File: config.mk
export PLATFORM = sky130hd
export DESIGN_NAME = uart_tx_ctrl
export DESIGN_NICKNAME = d
export VERILOG_FILES = /design/src/rtl/uart_pkg.sv /design/src/rtl/uart_baud_gen.sv /design/src/rtl/uart_tx_ctrl.sv
export SDC_FILE = /design/constraint.sdc
export NUM_CORES = 1
export LEC_CHECK = 0
export ABC_CLOCK_PERIOD_IN_PS = 3900
export BUFFER_PORTS_ARGS = -buffer_cell sky130_fd_sc_hd__clkbuf_2
export CORE_UTILIZATION = 64
export CTS_BUF_LIST = sky130_fd_sc_hd__clkbuf_8
export DETAILED_ROUTE_END_ITERATION = 8
export PLACE_DENSITY = 0.85
export RECOVER_POWER = 50
export SYNTH_ARGS = -nofsm -noshare
export SYNTH_HDL_FRONTEND = slang
export SYNTH_SLANG_ARGS = --single-unit
File: constraint.sdc
create_clock -name clk -period 3.9 [get_ports clk]
set_input_delay 0.195 -clock clk [delete_from_list [all_inputs] [get_ports clk]]
set_output_delay 0.195 -clock clk [all_outputs]
set_load 0.01 [all_outputs]
File: src/rtl/uart_pkg.sv
// Shared UART definitions: FSM state encoding, parity modes and the
// bit-period helper used by both the transmit and (future) receive controllers.
package uart_pkg;

    typedef enum logic [2:0] {
        S_IDLE,
        S_START,
        S_DATA,
        S_PARITY,
        S_STOP
    } tx_state_t;

    localparam int PAR_NONE = 0;
    localparam int PAR_EVEN = 1;
    localparam int PAR_ODD  = 2;

    // Truncating division: the line runs slightly fast rather than slow.
    function automatic int clks_per_bit(input int clk_freq, input int baud);
        return clk_freq / baud;
    endfunction

endpackage

File: src/rtl/uart_baud_gen.sv
// Bit-period timebase: counts 0..CLKS_PER_BIT-1 while enabled and pulses tick
// on the last count of each bit.
module uart_baud_gen #(
    parameter int CLKS_PER_BIT = 104
) (
    input  logic clk,
    input  logic rst,
    input  logic clr,
    input  logic en,
    output logic tick
);

    localparam int               CNT_W    = $clog2(CLKS_PER_BIT);
    localparam logic [CNT_W-1:0] CNT_LAST = CNT_W'(CLKS_PER_BIT - 1);

    logic [CNT_W-1:0] cnt;

    assign tick = en && (cnt == CNT_LAST);

    always_ff @(posedge clk) begin
        if (rst) begin
            cnt <= '0;
        end else if (clr || tick) begin
            cnt <= '0;
        end else if (en) begin
            cnt <= cnt + 1'b1;
        end
    end

endmodule

File: src/rtl/uart_tx_ctrl.sv
// UART transmit controller: accepts one word per frame over valid/ready and
// serialises it as start, data (LSB first), optional parity and stop bits.
//
//   state    | meaning
//   ---------+-----------------------------------------------
//   S_IDLE   | line high, tx_ready asserted, waiting for a word
//   S_START  | driving the start bit (0)
//   S_DATA   | driving shreg[0], one data bit per bit period
//   S_PARITY | driving the precomputed parity bit
//   S_STOP   | driving stop bit(s) (1)
module uart_tx_ctrl
    import uart_pkg::*;
#(
    parameter int CLK_FREQ  = 1_000_000,
    parameter int BAUD      = 9600,
    parameter int DATA_BITS = 8,
    parameter int PARITY    = 0,
    parameter int STOP_BITS = 1
) (
    input  logic                 clk,
    input  logic                 rst,
    input  logic [DATA_BITS-1:0] tx_data,
    input  logic                 tx_valid,
    output logic                 tx_ready,
    output logic                 tx,
    output logic                 busy
);

    localparam int               CLKS_PER_BIT = clks_per_bit(CLK_FREQ, BAUD);
    localparam int               BIT_W        = $clog2(DATA_BITS);
    localparam logic [BIT_W-1:0] LAST_BIT     = BIT_W'(DATA_BITS - 1);
    localparam logic             LAST_STOP    = 1'(STOP_BITS - 1);
    localparam bit               HAS_PARITY   = (PARITY != PAR_NONE);

    if (CLKS_PER_BIT < 2) begin : g_bad_clks_per_bit
        $fatal(1, "uart_tx_ctrl: CLKS_PER_BIT must be at least 2");
    end
    if (DATA_BITS < 5 || DATA_BITS > 9) begin : g_bad_data_bits
        $fatal(1, "uart_tx_ctrl: DATA_BITS must be in 5..9");
    end
    if (PARITY != PAR_NONE && PARITY != PAR_EVEN && PARITY != PAR_ODD) begin : g_bad_parity
        $fatal(1, "uart_tx_ctrl: PARITY must be 0, 1 or 2");
    end
    if (STOP_BITS != 1 && STOP_BITS != 2) begin : g_bad_stop_bits
        $fatal(1, "uart_tx_ctrl: STOP_BITS must be 1 or 2");
    end

    tx_state_t            state;
    logic [DATA_BITS-1:0] shreg;
    logic                 par;
    logic [BIT_W-1:0]     bit_idx;
    logic                 stop_idx;
    logic                 bit_tick;

    function automatic logic parity_of(input logic [DATA_BITS-1:0] d);
        return (PARITY == PAR_ODD) ? ~^d : ^d;
    endfunction

    assign tx_ready = (state == S_IDLE) && !rst;

    // Holding the counter clear in IDLE guarantees a fresh count on START entry;
    // every other state change happens on a tick, which also clears it.
    uart_baud_gen #(
        .CLKS_PER_BIT(CLKS_PER_BIT)
    ) u_baud_gen (
        .clk (clk),
        .rst (rst),
        .clr (state == S_IDLE),
        .en  (state != S_IDLE),
        .tick(bit_tick)
    );

    // tx is loaded with the level of the state being entered, so the pin
    // changes on the same edge as the state register.
    always_ff @(posedge clk) begin
        if (rst) begin
            state    <= S_IDLE;
            tx       <= 1'b1;
            busy     <= 1'b0;
            shreg    <= '0;
            par      <= 1'b0;
            bit_idx  <= '0;
            stop_idx <= 1'b0;
        end else begin
            case (state)
                S_IDLE: begin
                    if (tx_valid && tx_ready) begin
                        shreg <= tx_data;
                        par   <= parity_of(tx_data);
                        state <= S_START;
                        tx    <= 1'b0;
                        busy  <= 1'b1;
                    end
                end
                S_START: begin
                    if (bit_tick) begin
                        state   <= S_DATA;
                        bit_idx <= '0;
                        tx      <= shreg[0];
                    end
                end
                S_DATA: begin
                    if (bit_tick) begin
                        shreg <= shreg >> 1;
                        if (bit_idx == LAST_BIT) begin
                            if (HAS_PARITY) begin
                                state <= S_PARITY;
                                tx    <= par;
                            end else begin
                                state    <= S_STOP;
                                stop_idx <= 1'b0;
                                tx       <= 1'b1;
                            end
                        end else begin
                            bit_idx <= bit_idx + 1'b1;
                            tx      <= shreg[1];
                        end
                    end
                end
                S_PARITY: begin
                    if (bit_tick) begin
                        state    <= S_STOP;
                        stop_idx <= 1'b0;
                        tx       <= 1'b1;
                    end
                end
                S_STOP: begin
                    if (bit_tick) begin
                        if (stop_idx == LAST_STOP) begin
                            state <= S_IDLE;
                            busy  <= 1'b0;
                        end else begin
                            stop_idx <= 1'b1;
                        end
                    end
                end
                default: begin
                    state <= S_IDLE;
                    tx    <= 1'b1;
                    busy  <= 1'b0;
                end
            endcase
        end
    end

endmodule

[Word level (Yosys, flattened, before mapping)]
Cells that the tools add are included.
Cells by class
  $add $sub $neg: 2
  equality and inequality tests: 14
  mux-type cells: 31
  bitwise logic cells: 2
  reduce and logical (&&, ||, !) cells: 18
Operators by type and width (count)
  $mux W3: 10
  $mux W8: 2
  $pmux W8 S2: 1
  $pmux W3 S5: 1
  $mux W1: 13
  $reduce_and A5 Y1: 2
  $ne A2 B1 Y1 const B: 4
  $ne A2 B2 Y1 const B: 4
  $reduce_and A4 Y1: 2
  $add A7 B1 Y7 const B: 1
  $eq A7 B7 Y1 const B: 1
  $reduce_and A7 Y1: 1
  $eq A3 B2 Y1 const B: 2
  $eq A3 B3 Y1 const B: 2
  $pmux W1 S3: 2
  $pmux W3 S2: 1
  $reduce_bool A3 Y1: 2
  $pmux W1 S5: 1
  $reduce_bool A2 Y1: 2
  $add A3 B1 Y3 const B: 1
  $eq A3 B1 Y1 const B: 1
  $logic_and A1 B1 Y1: 3
  $logic_not A3 Y1: 1
  $reduce_and A3 Y1: 1
  5 further kinds: 6
Word-level totals
  flip-flop bits (word level): 24
  bits of input ports: 11
  output and inout bits: 3
  logic and storage cells: 74

[Logic depth before layout (Yosys ltp)]
  depth in word-level cells: 5
  mapped depth: 7
  mapped depth without buffers: 6

[Hierarchy]
Synthesis repeated with hierarchy kept, for this count alone.
Second synthesis, totals
  cells, all modules: 136
  area, all modules: 1238.7 um2
By module, submodules not included
  uart_tx_ctrl: times used 1, cells each 100, area an instance 889.6 um2, sequential area each 320.3 um2
  uart_baud_gen: times used 1, cells each 36, area an instance 349.1 um2, sequential area each 140.1 um2

[Least setup slack after synthesis]
OpenSTA, ideal clock, no wires.
  kind: register to register
  start point: register bit_idx[0]
  end point: register bit_idx[0]
  library setup time: 0.126 ns
  arrival: 1.761 ns
  required time: 3.774 ns
  setup slack: 2.013 ns
  stages on the path, launching flop included: 7
  buffers on the path: 0
  period minus slack after synthesis: 1.887 ns
  cell sequence: dfxtp_1 -> ha_1 -> ha_1 -> or3b_4 -> a2111oi_4 -> mux2i_1 -> nor2_1
Between the ends
  word-level cells in the longest chain between the ends: 4
  elaborated cells on any way between the ends: 7
  classes of those cells: add/sub (1); eq/ne (2); mux (3); reduce/logical (1)
Ends and longest elaborated chain
  start: declaration: line uart_tx_ctrl.sv:51  | logic [BIT_W-1:0] bit_idx;
  start signal: assignment: line uart_tx_ctrl.sv:115  | bit_idx <= bit_idx + 1'b1;
  $add A3 B1 Y3: line uart_tx_ctrl.sv:115
  $mux W3: line uart_tx_ctrl.sv:105  | if (bit_idx == LAST_BIT) begin
  $mux W3: line uart_tx_ctrl.sv:103  | if (bit_tick) begin
  $pmux W3 S2: line uart_tx_ctrl.sv:85  | case (state)
Parallel ways exist; a longest one is shown, timed or not. The select of a mux whose other input is x is not followed.
A chain may end at the register's enable or synchronous reset.

[Final worst setup path]
  start point: register state[1]
  end point: register shreg[2]
Between the ends
  word-level cells in the longest chain between the ends: 5
  elaborated cells on any way between the ends: 11
  classes of those cells: eq/ne (3); mux (1); reduce/logical (7)
Ends and longest elaborated chain
  start: declaration: line uart_tx_ctrl.sv:48  | tx_state_t state;
  start signal: assignment: line uart_tx_ctrl.sv:77  | state <= S_IDLE;
  start signal: assignment: line uart_tx_ctrl.sv:90  | state <= S_START;
  start signal: assignment: line uart_tx_ctrl.sv:97  | state <= S_DATA;
  $logic_not A3 Y1: line uart_tx_ctrl.sv:59, uart_tx_ctrl.sv:85
  $logic_and A1 B1 Y1: line uart_tx_ctrl.sv:59  | assign tx_ready = (state == S_IDLE) && !rst;
  $logic_and A1 B1 Y1: line uart_tx_ctrl.sv:87  | if (tx_valid && tx_ready) begin
  $ne A2 B2 Y1 (no source line)
  $reduce_and A3 Y1 (no source line)
  end signal: assignment: line uart_tx_ctrl.sv:88  | shreg <= tx_data;
  end signal: assignment: line uart_tx_ctrl.sv:104  | shreg <= shreg >> 1;
  end: declaration: line uart_tx_ctrl.sv:49  | logic [DATA_BITS-1:0] shreg;
Parallel ways exist; a longest one is shown, timed or not.

==> summary.txt <==
Clock tree
  – Clock tree buffer depth: 2
  – CTS Buf Count: 3
  – CTS tree: built
  – H-tree Lvls: 1
  – Sink Count: 23
  – Clock latency on the worst-skew pair: 0.26 ns
  – CTS Hold Bufs: 0
  – Number of buffers added for setup after CTS: 0
  – Clock slew at reported path FFs: 0.08 ns
  – Root buffer cell: clkbuf_8
  – Post-CTS Resized: 0

Placement
  – DP Wirelength: 1.58 mm
  – Setup WS pre-CTS: 1.87 ns
  – Placer congestion estimate: 0.763
  – I/O Buffers: 13

STA
  – Endpoints failing hold: 0
  – Setup_tns: 0 ns
  – Final setup fails: 0
  – Unrepaired setup endpoints after global routing: false
  – Worst-Margin Slew: 0.541 ns
  – Slew headroom: 0.639
  – Min Tclk post-route: 2.10 ns
  – Final Slew Violations: 0
  – Final setup margin: 1.80 ns
  – Fmax: 0.477 GHz
  – Fraction of the cycle the final worst path needs: 0.538
  – Post-Route Skew: 0.00592 ns

Synthesis
  – Number of synthesized flops with an enable pin: 0
  – Main combinational cell family by area after synthesis: simple AND/OR/NAND/NOR gates
  – Xor/xnor share of the synthesized area: 0.0365
  – Yosys reg bits: 23
  – Async set or reset register ratio after synthesis: 0
  – Post-Syn Area: 0.00120 mm^2
  – Mapped Avg Cell Area: 9.67 um^2
  – Multiplexer area fraction after synthesis: 0.0752
  – Post-synthesis compound-gate area fraction: 0.193
  – Post-synth top flop: dfxtp_1
  – Synth Area in Adders: 0.0313
  – Yosys warnings: 0
  – Number of library cell types mapped by synthesis: 42
  – Gate count after technology mapping: 124
  – Seq/Total Area, Yosys: 0.384
  – Syn nets: 138
  – Post-Synth Simple-Gate Area: 0.220

GRT
  – First-pass GRT wire length: 3.73 mm
  – Largest net degree at the start of global routing: 16
  – Initial antenna violation count: 0
  – GRT Util Overall: 0.249
  – Vias in the first global route: 926
  – Total grt overflow: 0

Worst setup path
  – Worst Setup Start Kind: flop
  – Data arrival, critical path: 2.24 ns
  – Crit Path Category: flop to flop
  – WP data required: 4.04 ns
  – CP max FO: 15
  – Setup crit end kind: flop

Die
  – Io pins: 14
  – Die Area: 0.00205 mm^2
  – Die H: 45.3 um
  – Site row count: 15
  – Core area: 0.00175 mm^2
  – Starting density of the core: 0.687
  – DIE WIDTH: 45.3 um

Final layout
  – Most frequent cells in the layout: 23 x dfxtp_1, 13 x nor2_1, 11 x clkbuf_2, 9 x mux2i_1, 7 x o311a_1
  – Most common cell after layout, fill and taps aside: dfxtp_1
  – Fill cells: 142
  – Inserted Diodes: 0
  – Sequential Area: 460 um^2
  – Syn-to-layout area delta: 6.26%
  – NumNets Final: 148
  – Multi-input combinational cell area: 667 um^2
  – Share of cells above drive strength 1: 0.165

Route
  – # DRC: 0
  – Overall routed net length: 2.27 mm
  – Initial DRC Count: 29
  – Via count: 956
  – Avg WL per Cell: 14.4 um
  – Vias/cell: 6.05
  – First-pass DRT Iterations: 4
  – Antenna Nets Post-Route: 0

Pwr
  – Leak: 0.569 nW
  – Power Dens Cells: 344 mW/mm^2
  – Worst vdd ir: 0.000253 V

Flow run
  – Max cap viols: 0

Status
  – Outcome: finished, final reports clean

Worst hold path
  – Hold Crit Class: primary input to flop
power breakdown:
part,internal [mW],switching [mW]
Combinational,0.0206,0.0251
Clock,0.0701,0.0704
Sequential,0.245,0.00762
Total,0.336,0.103
final timing paths:
check / start / end / cells after the start / slack (ns)
hold / removal: tx_data[7] / shreg[7] / 2 / 0.21
hold reg to reg: u_baud_gen.cnt[0] / u_baud_gen.cnt[0] / 1 / 0.45
setup reg to reg: state[1] / shreg[2] / 4 / 1.80
setup / recovery: state[1] / shreg[2] / 4 / 1.80
per-layer routing:
| metal | share of wire | wire length (um) | global-route usage | up-vias |
|---|---|---|---|---|
| met5 | 0 | 0 | 0 | - |
| met4 | 0.0079 | 18 | 0.0909 | 0 |
| met3 | 0.036 | 81 | 0.0360 | 2 |
| met2 | 0.53 | 1200 | 0.452 | 23 |
| met1 | 0.43 | 974 | 0.295 | 452 |
| li1 | - | - | - | 479 |
worst max-delay path, stage by stage (launching register included):
cell	delay (ns)
dfxtp_1	0.51
or3b_1	0.63
nor3_4	0.51
o21ai_0	0.17
o311a_1	0.16
cell type report:
class / count / area share
Multi-Input combinational cell: 91 / 0.524
Sequential cell: 23 / 0.361
Timing Repair Buffer: 13 / 0.0491
Clock buffer: 3 / 0.0324
Tap cell: 25 / 0.0246
Inverter: 2 / 0.00589
Clock inverter: 1 / 0.00295
cells in the mapped netlist, drive strengths merged, types with 2 or more instances:
cell,count,area share
nand3,5,0.021
o311a,7,0.058
nand2b,3,0.016
ha,3,0.031
nand4,2,0.010
and3,2,0.010
a21oi,5,0.021
dfxtp,23,0.38
nor2,14,0.050
mux2i,9,0.075
nand2,4,0.013
buf,6,0.040
nor3,6,0.034
xor2,4,0.029
or3b,2,0.017
o21ai,8,0.033
or2,2,0.010
flip-flops by register name, indices dropped and copies added, names as in the netlist:
| name | flops |
|---|---|
| u_baud_gen.cnt | 7 |
| shreg | 8 |
| busy | 1 |
| bit_idx | 3 |
| state | 3 |
| tx | 1 |
metrics by stage:
step | util | cells | hold slack (ns) | cell area (um^2) | power [mW]
2_1_floorplan | - | 124 | 0.358 | 1200 | 0.291
3_3_place_gp | 0.705 | 154 | 0.429 | 1230 | 0.301
3_5_place_dp | 0.705 | 154 | 0.438 | 1230 | 0.303
4_1_cts | 0.731 | 158 | 0.204 | 1280 | 0.441
5_1_grt | 0.730 | 158 | 0.206 | 1270 | 0.456
6_report | 0.730 | 158 | 0.207 | 1270 | 0.439
logic make-up after synthesis:
group	after synthesis
AND/OR/NAND/NOR	45
AO/OA/AOI/OAI	29
flip-flops	23
buffers and inverters	10
multiplexers	9
XOR/XNOR	5
adder cells (fa/ha/maj)	3
(Power assumes the default switching activity.)
